==> src/rtl/uart_pkg.sv <==
// ---------------------------------------------------------------------------
// uart_pkg
//   Shared definitions for the memory-mapped UART transmitter:
//     - tx_state_e   : transmitter FSM states (IDLE, START, DATA, STOP)
//     - TXDATA_OFS / STATUS_OFS : register offsets inside the 8-byte window
//     - ST_*         : bit positions of the STATUS register fields
//     - sat_count()  : clamps a FIFO occupancy to the 4-bit STATUS field
// ---------------------------------------------------------------------------
package uart_pkg;

    typedef enum logic [1:0] {
        IDLE  = 2'd0,
        START = 2'd1,
        DATA  = 2'd2,
        STOP  = 2'd3
    } tx_state_e;

    localparam logic [2:0] TXDATA_OFS = 3'h0;
    localparam logic [2:0] STATUS_OFS = 3'h4;

    localparam int ST_FULL    = 0;
    localparam int ST_EMPTY   = 1;
    localparam int ST_BUSY    = 2;
    localparam int ST_OVF     = 3;
    localparam int ST_CNT_LSB = 4;
    localparam int ST_CNT_W   = 4;
    localparam int ST_IE      = 8;

    // Occupancy as shown in STATUS[7:4]; deeper FIFOs read back as 15.
    function automatic logic [ST_CNT_W-1:0] sat_count(input logic [31:0] c);
        return (c > 32'd15) ? 4'hF : c[ST_CNT_W-1:0];
    endfunction

endpackage

==> src/rtl/tx_fifo.sv <==
// ---------------------------------------------------------------------------
// tx_fifo
//   Synchronous FIFO holding bytes waiting to be serialised.
//   Ports:
//     clk, srst        : clock and synchronous active-high reset
//     push, push_data  : write request and data; accepted when not full, or
//                        when a pop happens on the same edge
//     pop, pop_data    : read request; pop_data is the current head entry
//                        (valid whenever empty is low)
//     full, empty      : occupancy flags
//     count            : number of stored entries (clog2(DEPTH)+1 bits)
//   DEPTH must be a power of two so the pointers wrap naturally.
// ---------------------------------------------------------------------------
module tx_fifo #(
    parameter  int DEPTH = 8,
    parameter  int WIDTH = 8,
    localparam int AW    = $clog2(DEPTH),
    localparam int CW    = AW + 1
) (
    input  logic             clk,
    input  logic             srst,
    input  logic             push,
    input  logic [WIDTH-1:0] push_data,
    input  logic             pop,
    output logic [WIDTH-1:0] pop_data,
    output logic             full,
    output logic             empty,
    output logic [CW-1:0]    count
);

    logic [WIDTH-1:0] mem [DEPTH];
    logic [AW-1:0]    wr_ptr_reg;
    logic [AW-1:0]    rd_ptr_reg;
    logic [CW-1:0]    count_reg;
    logic             do_push;
    logic             do_pop;

    assign full     = (count_reg == CW'(DEPTH));
    assign empty    = (count_reg == '0);
    assign count    = count_reg;
    assign pop_data = mem[rd_ptr_reg];

    assign do_pop  = pop && !empty;
    // A pop on the same edge frees the slot the push needs.
    assign do_push = push && (!full || do_pop);

    always_ff @(posedge clk) begin
        if (do_push && !srst) begin
            mem[wr_ptr_reg] <= push_data;
        end
    end

    always_ff @(posedge clk) begin
        if (srst) begin
            wr_ptr_reg <= '0;
            rd_ptr_reg <= '0;
            count_reg  <= '0;
        end else begin
            if (do_push) begin
                wr_ptr_reg <= wr_ptr_reg + AW'(1);
            end
            if (do_pop) begin
                rd_ptr_reg <= rd_ptr_reg + AW'(1);
            end
            case ({do_push, do_pop})
                2'b10:   count_reg <= count_reg + CW'(1);
                2'b01:   count_reg <= count_reg - CW'(1);
                default: count_reg <= count_reg;
            endcase
        end
    end

endmodule

==> src/rtl/mmio_uart_tx.sv <==
// ---------------------------------------------------------------------------
// mmio_uart_tx
//   Memory-mapped 8N1 serial transmitter sitting beside the data memory.
//   Stores to BASE+0 queue DataIn[7:0] in a FIFO; the FSM shifts queued bytes
//   out LSB first, each bit lasting CLK_DIV clocks. BASE+4 is STATUS.
//
//   Ports:
//     CLK      : system clock, rising edge
//     Reset    : synchronous active-high reset
//     DataWr   : store strobe
//     Digit    : access width (unused, only DataIn[7:0] is transmitted)
//     DAddr    : bus address
//     DataIn   : store data
//     DataOut  : combinational read data (STATUS at BASE+4, else 0)
//     Hit      : DAddr lies in the 8-byte window
//     tx       : registered serial line, idle high
//     Busy     : a frame is in progress (registered)
//     Irq      : only with UART_TX_IRQ_EN defined; ie && empty && !Busy,
//                registered
//
//   Build option: define UART_TX_IRQ_EN to add the Irq output and the
//   STATUS[8] interrupt-enable bit.
// ---------------------------------------------------------------------------
module mmio_uart_tx
    import uart_pkg::*;
#(
    parameter logic [31:0] BASE_ADDR  = 32'hFFFF_0000,
    parameter logic [15:0] CLK_DIV    = 16'd434,
    parameter int          FIFO_DEPTH = 8
) (
    input  logic        CLK,
    input  logic        Reset,
    input  logic        DataWr,
    input  logic [1:0]  Digit,
    input  logic [31:0] DAddr,
    input  logic [31:0] DataIn,
    output logic [31:0] DataOut,
    output logic        Hit,
    output logic        tx,
    output logic        Busy
`ifdef UART_TX_IRQ_EN
    ,
    output logic        Irq
`endif
);

    localparam int          CW          = $clog2(FIFO_DEPTH) + 1;
    localparam logic [15:0] BAUD_RELOAD = CLK_DIV - 16'd1;

    // -----------------------------------------------------------------------
    // Bus decode
    // -----------------------------------------------------------------------
    logic [2:0] reg_ofs;
    logic       wr_txdata;
    logic       wr_status;
    logic       rd_status;

    assign Hit       = (DAddr[31:3] == BASE_ADDR[31:3]);
    // Byte lanes within a word are ignored, so only DAddr[2] picks the register.
    assign reg_ofs   = {DAddr[2], 2'b00};
    assign wr_txdata = DataWr && Hit && (reg_ofs == TXDATA_OFS);
    assign wr_status = DataWr && Hit && (reg_ofs == STATUS_OFS);
    assign rd_status = Hit && (reg_ofs == STATUS_OFS);

    // -----------------------------------------------------------------------
    // FIFO
    // -----------------------------------------------------------------------
    logic          fifo_pop;
    logic [7:0]    fifo_data;
    logic          fifo_full;
    logic          fifo_empty;
    logic [CW-1:0] fifo_count;

    tx_fifo #(
        .DEPTH (FIFO_DEPTH),
        .WIDTH (8)
    ) u_fifo (
        .clk       (CLK),
        .srst      (Reset),
        .push      (wr_txdata),
        .push_data (DataIn[7:0]),
        .pop       (fifo_pop),
        .pop_data  (fifo_data),
        .full      (fifo_full),
        .empty     (fifo_empty),
        .count     (fifo_count)
    );

    // -----------------------------------------------------------------------
    // Transmit FSM
    // -----------------------------------------------------------------------
    tx_state_e   state_reg;
    tx_state_e   state_next;
    logic [15:0] baud_reg;
    logic [15:0] baud_next;
    logic [2:0]  bit_idx_reg;
    logic [2:0]  bit_idx_next;
    logic [7:0]  shift_reg;
    logic [7:0]  shift_next;
    logic        tx_reg;
    logic        tx_next;
    logic        busy_reg;
    logic        busy_next;
    logic        baud_done;

    assign baud_done = (baud_reg == 16'd0);

    // State register
    always_ff @(posedge CLK) begin
        if (Reset) begin
            state_reg   <= IDLE;
            baud_reg    <= 16'd0;
            bit_idx_reg <= 3'd0;
            shift_reg   <= 8'd0;
            tx_reg      <= 1'b1;
            busy_reg    <= 1'b0;
        end else begin
            state_reg   <= state_next;
            baud_reg    <= baud_next;
            bit_idx_reg <= bit_idx_next;
            shift_reg   <= shift_next;
            tx_reg      <= tx_next;
            busy_reg    <= busy_next;
        end
    end

    // Next-state logic: every non-idle state lasts CLK_DIV clocks, the baud
    // counter being reloaded with CLK_DIV-1 on entry and expiring at zero.
    always_comb begin
        state_next   = state_reg;
        baud_next    = baud_reg;
        bit_idx_next = bit_idx_reg;
        shift_next   = shift_reg;
        fifo_pop     = 1'b0;
        case (state_reg)
            IDLE: begin
                if (!fifo_empty) begin
                    fifo_pop   = 1'b1;
                    shift_next = fifo_data;
                    baud_next  = BAUD_RELOAD;
                    state_next = START;
                end
            end
            START: begin
                if (baud_done) begin
                    baud_next    = BAUD_RELOAD;
                    bit_idx_next = 3'd0;
                    state_next   = DATA;
                end else begin
                    baud_next = baud_reg - 16'd1;
                end
            end
            DATA: begin
                if (baud_done) begin
                    baud_next = BAUD_RELOAD;
                    if (bit_idx_reg == 3'd7) begin
                        state_next = STOP;
                    end else begin
                        shift_next   = {1'b0, shift_reg[7:1]};
                        bit_idx_next = bit_idx_reg + 3'd1;
                    end
                end else begin
                    baud_next = baud_reg - 16'd1;
                end
            end
            STOP: begin
                if (baud_done) begin
                    state_next = IDLE;
                end else begin
                    baud_next = baud_reg - 16'd1;
                end
            end
            default: begin
                state_next = IDLE;
            end
        endcase
    end

    // Output logic: tx and Busy are derived from the state being entered so
    // the registered line changes on the same edge as the state.
    always_comb begin
        tx_next   = 1'b1;
        busy_next = (state_next != IDLE);
        case (state_next)
            START:   tx_next = 1'b0;
            DATA:    tx_next = shift_next[0];
            default: tx_next = 1'b1;
        endcase
    end

    assign tx   = tx_reg;
    assign Busy = busy_reg;

    // -----------------------------------------------------------------------
    // Sticky overflow flag: a push to a full FIFO with no pop on that edge
    // loses the byte.
    // -----------------------------------------------------------------------
    logic ovf_reg;

    always_ff @(posedge CLK) begin
        if (Reset) begin
            ovf_reg <= 1'b0;
        end else if (wr_status) begin
            ovf_reg <= 1'b0;
        end else if (wr_txdata && fifo_full && !fifo_pop) begin
            ovf_reg <= 1'b1;
        end
    end

`ifdef UART_TX_IRQ_EN
    // -----------------------------------------------------------------------
    // Interrupt: raised once the FIFO has drained and the last frame is done.
    // -----------------------------------------------------------------------
    logic ie_reg;
    logic irq_reg;

    always_ff @(posedge CLK) begin
        if (Reset) begin
            ie_reg  <= 1'b0;
            irq_reg <= 1'b0;
        end else begin
            if (wr_status) begin
                ie_reg <= DataIn[ST_IE];
            end
            irq_reg <= ie_reg && fifo_empty && !busy_reg;
        end
    end

    assign Irq = irq_reg;
`endif

    // -----------------------------------------------------------------------
    // Read mux
    // -----------------------------------------------------------------------
    logic [31:0] status_word;

    always_comb begin
        status_word                                = 32'd0;
        status_word[ST_FULL]                       = fifo_full;
        status_word[ST_EMPTY]                      = fifo_empty;
        status_word[ST_BUSY]                       = busy_reg;
        status_word[ST_OVF]                        = ovf_reg;
        status_word[ST_CNT_LSB +: ST_CNT_W]        = sat_count(32'(fifo_count));
`ifdef UART_TX_IRQ_EN
        status_word[ST_IE]                         = ie_reg;
`endif
        DataOut = rd_status ? status_word : 32'd0;
    end

    // Inputs that carry no information for this peripheral.
    logic unused_bits;
`ifdef UART_TX_IRQ_EN
    assign unused_bits = ^{Digit, DataIn[31:9], DAddr[1:0]};
`else
    assign unused_bits = ^{Digit, DataIn[31:8], DAddr[1:0]};
`endif

endmodule

==> config.mk <==
export PLATFORM = sky130hd
export DESIGN_NAME = mmio_uart_tx
export DESIGN_NICKNAME = d
export VERILOG_FILES = /design/src/rtl/uart_pkg.sv /design/src/rtl/tx_fifo.sv /design/src/rtl/mmio_uart_tx.sv
export SDC_FILE = /design/constraint.sdc
export NUM_CORES = 1
export LEC_CHECK = 0
export CAP_MARGIN = 20
export CORE_MARGIN = 10
export CORE_UTILIZATION = 55
export CTS_BUF_LIST = sky130_fd_sc_hd__clkbuf_4 sky130_fd_sc_hd__clkbuf_8 sky130_fd_sc_hd__clkbuf_16
export DETAILED_ROUTE_END_ITERATION = 12
export GPL_ROUTABILITY_DRIVEN = 0
export PLACE_DENSITY = 0.82
export SETUP_SLACK_MARGIN = 0.3
export SLEW_MARGIN = 10
export SYNTH_ARGS = -nofsm -noshare
export SYNTH_HDL_FRONTEND = slang
export SYNTH_SLANG_ARGS = --single-unit
==> constraint.sdc <==
create_clock -name CLK -period 5.4 [get_ports CLK]
set_input_delay 1.08 -clock CLK [delete_from_list [all_inputs] [get_ports CLK]]
set_output_delay 1.08 -clock CLK [all_outputs]
set_load 0.01 [all_outputs]
==> impl_summary.log <==
[metrics] run status: finished, final reports clean
[metrics] CTS clock-pin slew for the worst setup and hold paths: 0.10 ns
[metrics] post-detailed-route via-to-cell ratio: 5.71
[metrics] Cell Count Post-Placement: 591
[metrics] placeable core region: 9110 µm²
[metrics] worst-case clock skew: 0.0162 ns
[metrics] wire length per cell: 17.6 µm
[metrics] clock sink count: 109
[metrics] most used cell along the critical path: sky130_fd_sc_hd__clkdlybuf4s50_1
[metrics] number of nets with antenna violations after detailed routing: 0
[metrics] Total Routed Length: 10700 µm
[metrics] worst-skew pair later-pin latency: 0.38 ns
[metrics] count of fill cells added during filler insertion: 705
[metrics] Setup Fix Bufs, Post-CTS: 0
[metrics] register cell area after layout: 2820 µm²
[metrics] end point of the critical path: DataOut[0]
[metrics] buffers added on ports: 51
[metrics] maximum capacitance violations: 0
[metrics] Post-synth EDFFs: 64
[metrics] worst reg2reg endpoint: u_fifo.count[3]
[metrics] initial antenna violation count: 0
[metrics] Resize count post-CTS: 0
[metrics] number of library cell types mapped by synthesis: 57
[metrics] max FFs per register: 64
[metrics] Total GRT Usage: 15.7%
[metrics] cell area after technology mapping: 5090 µm²
[metrics] Critical Path AT: 3.56 ns
[metrics] most used flip-flop cell after synthesis: sky130_fd_sc_hd__edfxtp_1
[metrics] type of origin of the critical path: input pin
[metrics] Starting Density: 55.9%
[metrics] Final period util: 85.9%
[metrics] via count of the first global-routing pass: 3315
[metrics] overall die height: 116 µm
[metrics] launching point of the worst reg2reg path: state_reg[1]
[metrics] Num CTS Buffers: 9
[metrics] number of cell instances on the worst register-to-register path: 12
[metrics] setup slack on the worst flop-to-flop path: 2.21 ns
[metrics] highest clock rate: 0.216 GHz
[metrics] total power per unit cell area: 241 nW/µm²
[metrics] Max Root-Sink Buffers: 2
[metrics] most common library cell in the layout ignoring fill and taps: sky130_fd_sc_hd__edfxtp_1
[metrics] Total Die Area: 13500 µm²
[metrics] share of synthesized flip-flops with an asynchronous set or reset: 0%
[metrics] htree depth: 3
[metrics] worst-path fanout max: 10
[metrics] maximum single-stage delay on the critical path: 0.55 ns
[metrics] total negative slack for setup checks: 0 ns
[metrics] worst-case hold slack: 0.474 ns
[metrics] transition time at the pin with the least slew margin: 0.984 ns
[metrics] row count: 35
[metrics] wire length of the first global-routing pass: 16700 µm
[metrics] multi-input combinational cell area: 2050 µm²
[metrics] utilization after layout: 64.1%
[metrics] worst setup path start: DAddr[19]
[metrics] DRT Pass-1 Iters: 4
[metrics] Yosys Warn Count: 0
[metrics] number of pins exceeding their max-slew limit in the final report: 0
[metrics] Syn Area/Cell: 11.6 µm²
[metrics] most frequent cells in the layout: 64 x sky130_fd_sc_hd__edfxtp_1, 60 x sky130_fd_sc_hd__nor2_1, 51 x sky130_fd_sc_hd__clkdlybuf4s50_1
[metrics] clock tree from TritonCTS: done
[metrics] number of synthesized register bits: 109
[metrics] num ports: 104
[metrics] leakage power: 2.07 nW
[metrics] half-perimeter wire length of the detailed placement result: 7610 µm
[metrics] CP cell instances: clkdlybuf4s50_1 -> nand4_1 -> or4_1 -> nor2_1 -> and3_1 -> and2_1 -> clkdlybuf4s50_1
[metrics] Area Growth Syn to Fin: 14.7%
[metrics] min-delay worst type: register to register
[metrics] Crit. End Element: primary output
[metrics] maximum vdd ir drop: 220 µV
[metrics] overall power consumption: 0.00141 W
[metrics] highest-delay cell along the critical path: sky130_fd_sc_hd__or4_1
[metrics] number of DRC markers in iteration 0: 193
[metrics] final worst path period need: 4.64 ns
[metrics] post-synthesis instance total: 438
[metrics] Cell Count, Final, Fillers Out: 608
[metrics] layout net count: 576
[metrics] Die W: 116 µm
[metrics] start-to-end type of the worst setup path: input pin to primary output
[metrics] number of endpoints with negative hold slack in the final report: 0
[metrics] diodes inserted: 0
[metrics] global route total overflow: 0
[metrics] vias post-DR: 3469
[metrics] fraction of final layout cells sized beyond drive strength 1: 9.46%
[metrics] RSZ-0062 raised after global routing: false
[metrics] Worst slew margin: 34.1%
[metrics] clock tree root buffer cell: sky130_fd_sc_hd__clkbuf_8
[metrics] hold buffer count at cts: 0
[metrics] data required time of the worst path: 4.32 ns
[metrics] post-route DRC violation count: 0
[metrics] largest net degree at the start of global routing: 32
[metrics] fraction of the yosys area taken by sequential cells: 55.5%
[metrics] count of endpoints failing setup in the final report: 0
## routing by layer
metal	global-route usage [%]	part of all wire [%]
met5	0	0
met4	3.84	0.62
met3	3.39	3.8
met2	28.7	54
met1	18.3	42
## critical path: cells and delay by family
kind | cells | cell delay [ns]
simple gates | 5 | 1.47
buf+inv | 2 | 1.00
## worst min-delay path by stage
stage	from	endpoint	slack (ns)	cells past startpoint
2_1_floorplan	shift_reg[7]	shift_reg[7]	0.43	2
6_report	shift_reg[7]	shift_reg[7]	0.47	2
4_1_cts	shift_reg[7]	shift_reg[7]	0.48	2
3_3_place_gp	shift_reg[7]	shift_reg[7]	0.44	2
3_5_place_dp	shift_reg[7]	shift_reg[7]	0.46	2
5_1_grt	shift_reg[7]	shift_reg[7]	0.51	2
## cells in the mapped netlist (all sizes together), types with 3 or more instances
| cell | n | area share, % |
|---|---|---|
| clkbuf | 8 | 0.59 |
| buf | 30 | 4.1 |
| o22ai | 4 | 0.49 |
| nand3 | 4 | 0.39 |
| a31oi | 4 | 0.49 |
| nor2 | 60 | 4.4 |
| or4 | 6 | 0.89 |
| o21ai | 21 | 2.1 |
| mux2i | 10 | 2.0 |
| mux4 | 15 | 6.6 |
| inv | 16 | 1.2 |
| xor2 | 10 | 1.7 |
| nand4 | 6 | 0.74 |
| and3 | 13 | 1.6 |
| dfxtp | 45 | 18 |
| xnor2 | 3 | 0.52 |
| a211oi | 6 | 0.89 |
| ha | 14 | 3.4 |
| nor3 | 12 | 1.4 |
| a21oi | 15 | 1.5 |
| nor4 | 4 | 0.49 |
| nand2 | 24 | 1.8 |
| and2 | 5 | 0.61 |
| edfxtp | 64 | 38 |
## stage by stage
step	area (µm²)	setup slack, ns
after global routing	5830	0.617
after global placement	5630	0.872
after detailed placement	5630	0.779
after CTS	5820	0.779
after floorplan	5170	1.74
final	5830	0.762
## area by class of cell
cell class	instances	area share, %
clock buffer	9	2.12
timing repair buffer	58	9.78
tap	111	2.38
clock inverter	7	1.09
sequential	109	48.4
inverter	16	1.03
multi-input combinational	298	35.2
## cells by family after synthesis
group	synth area share [%]
compound gates	9.22
xor+xnor	2.24
fa+ha+maj	3.84
buf+inv	5.85
flops	55.5
mux	9.05
other cells	0.0737
simple gates	14.3
## report_power, final
part	switching (W)	internal (W)
Combinational	0.0000247	0.0000277
Sequential	0.0000000000106	0.000877
Clock	0.000298	0.000179
Note: power is estimated with default switching activity, not from simulation.
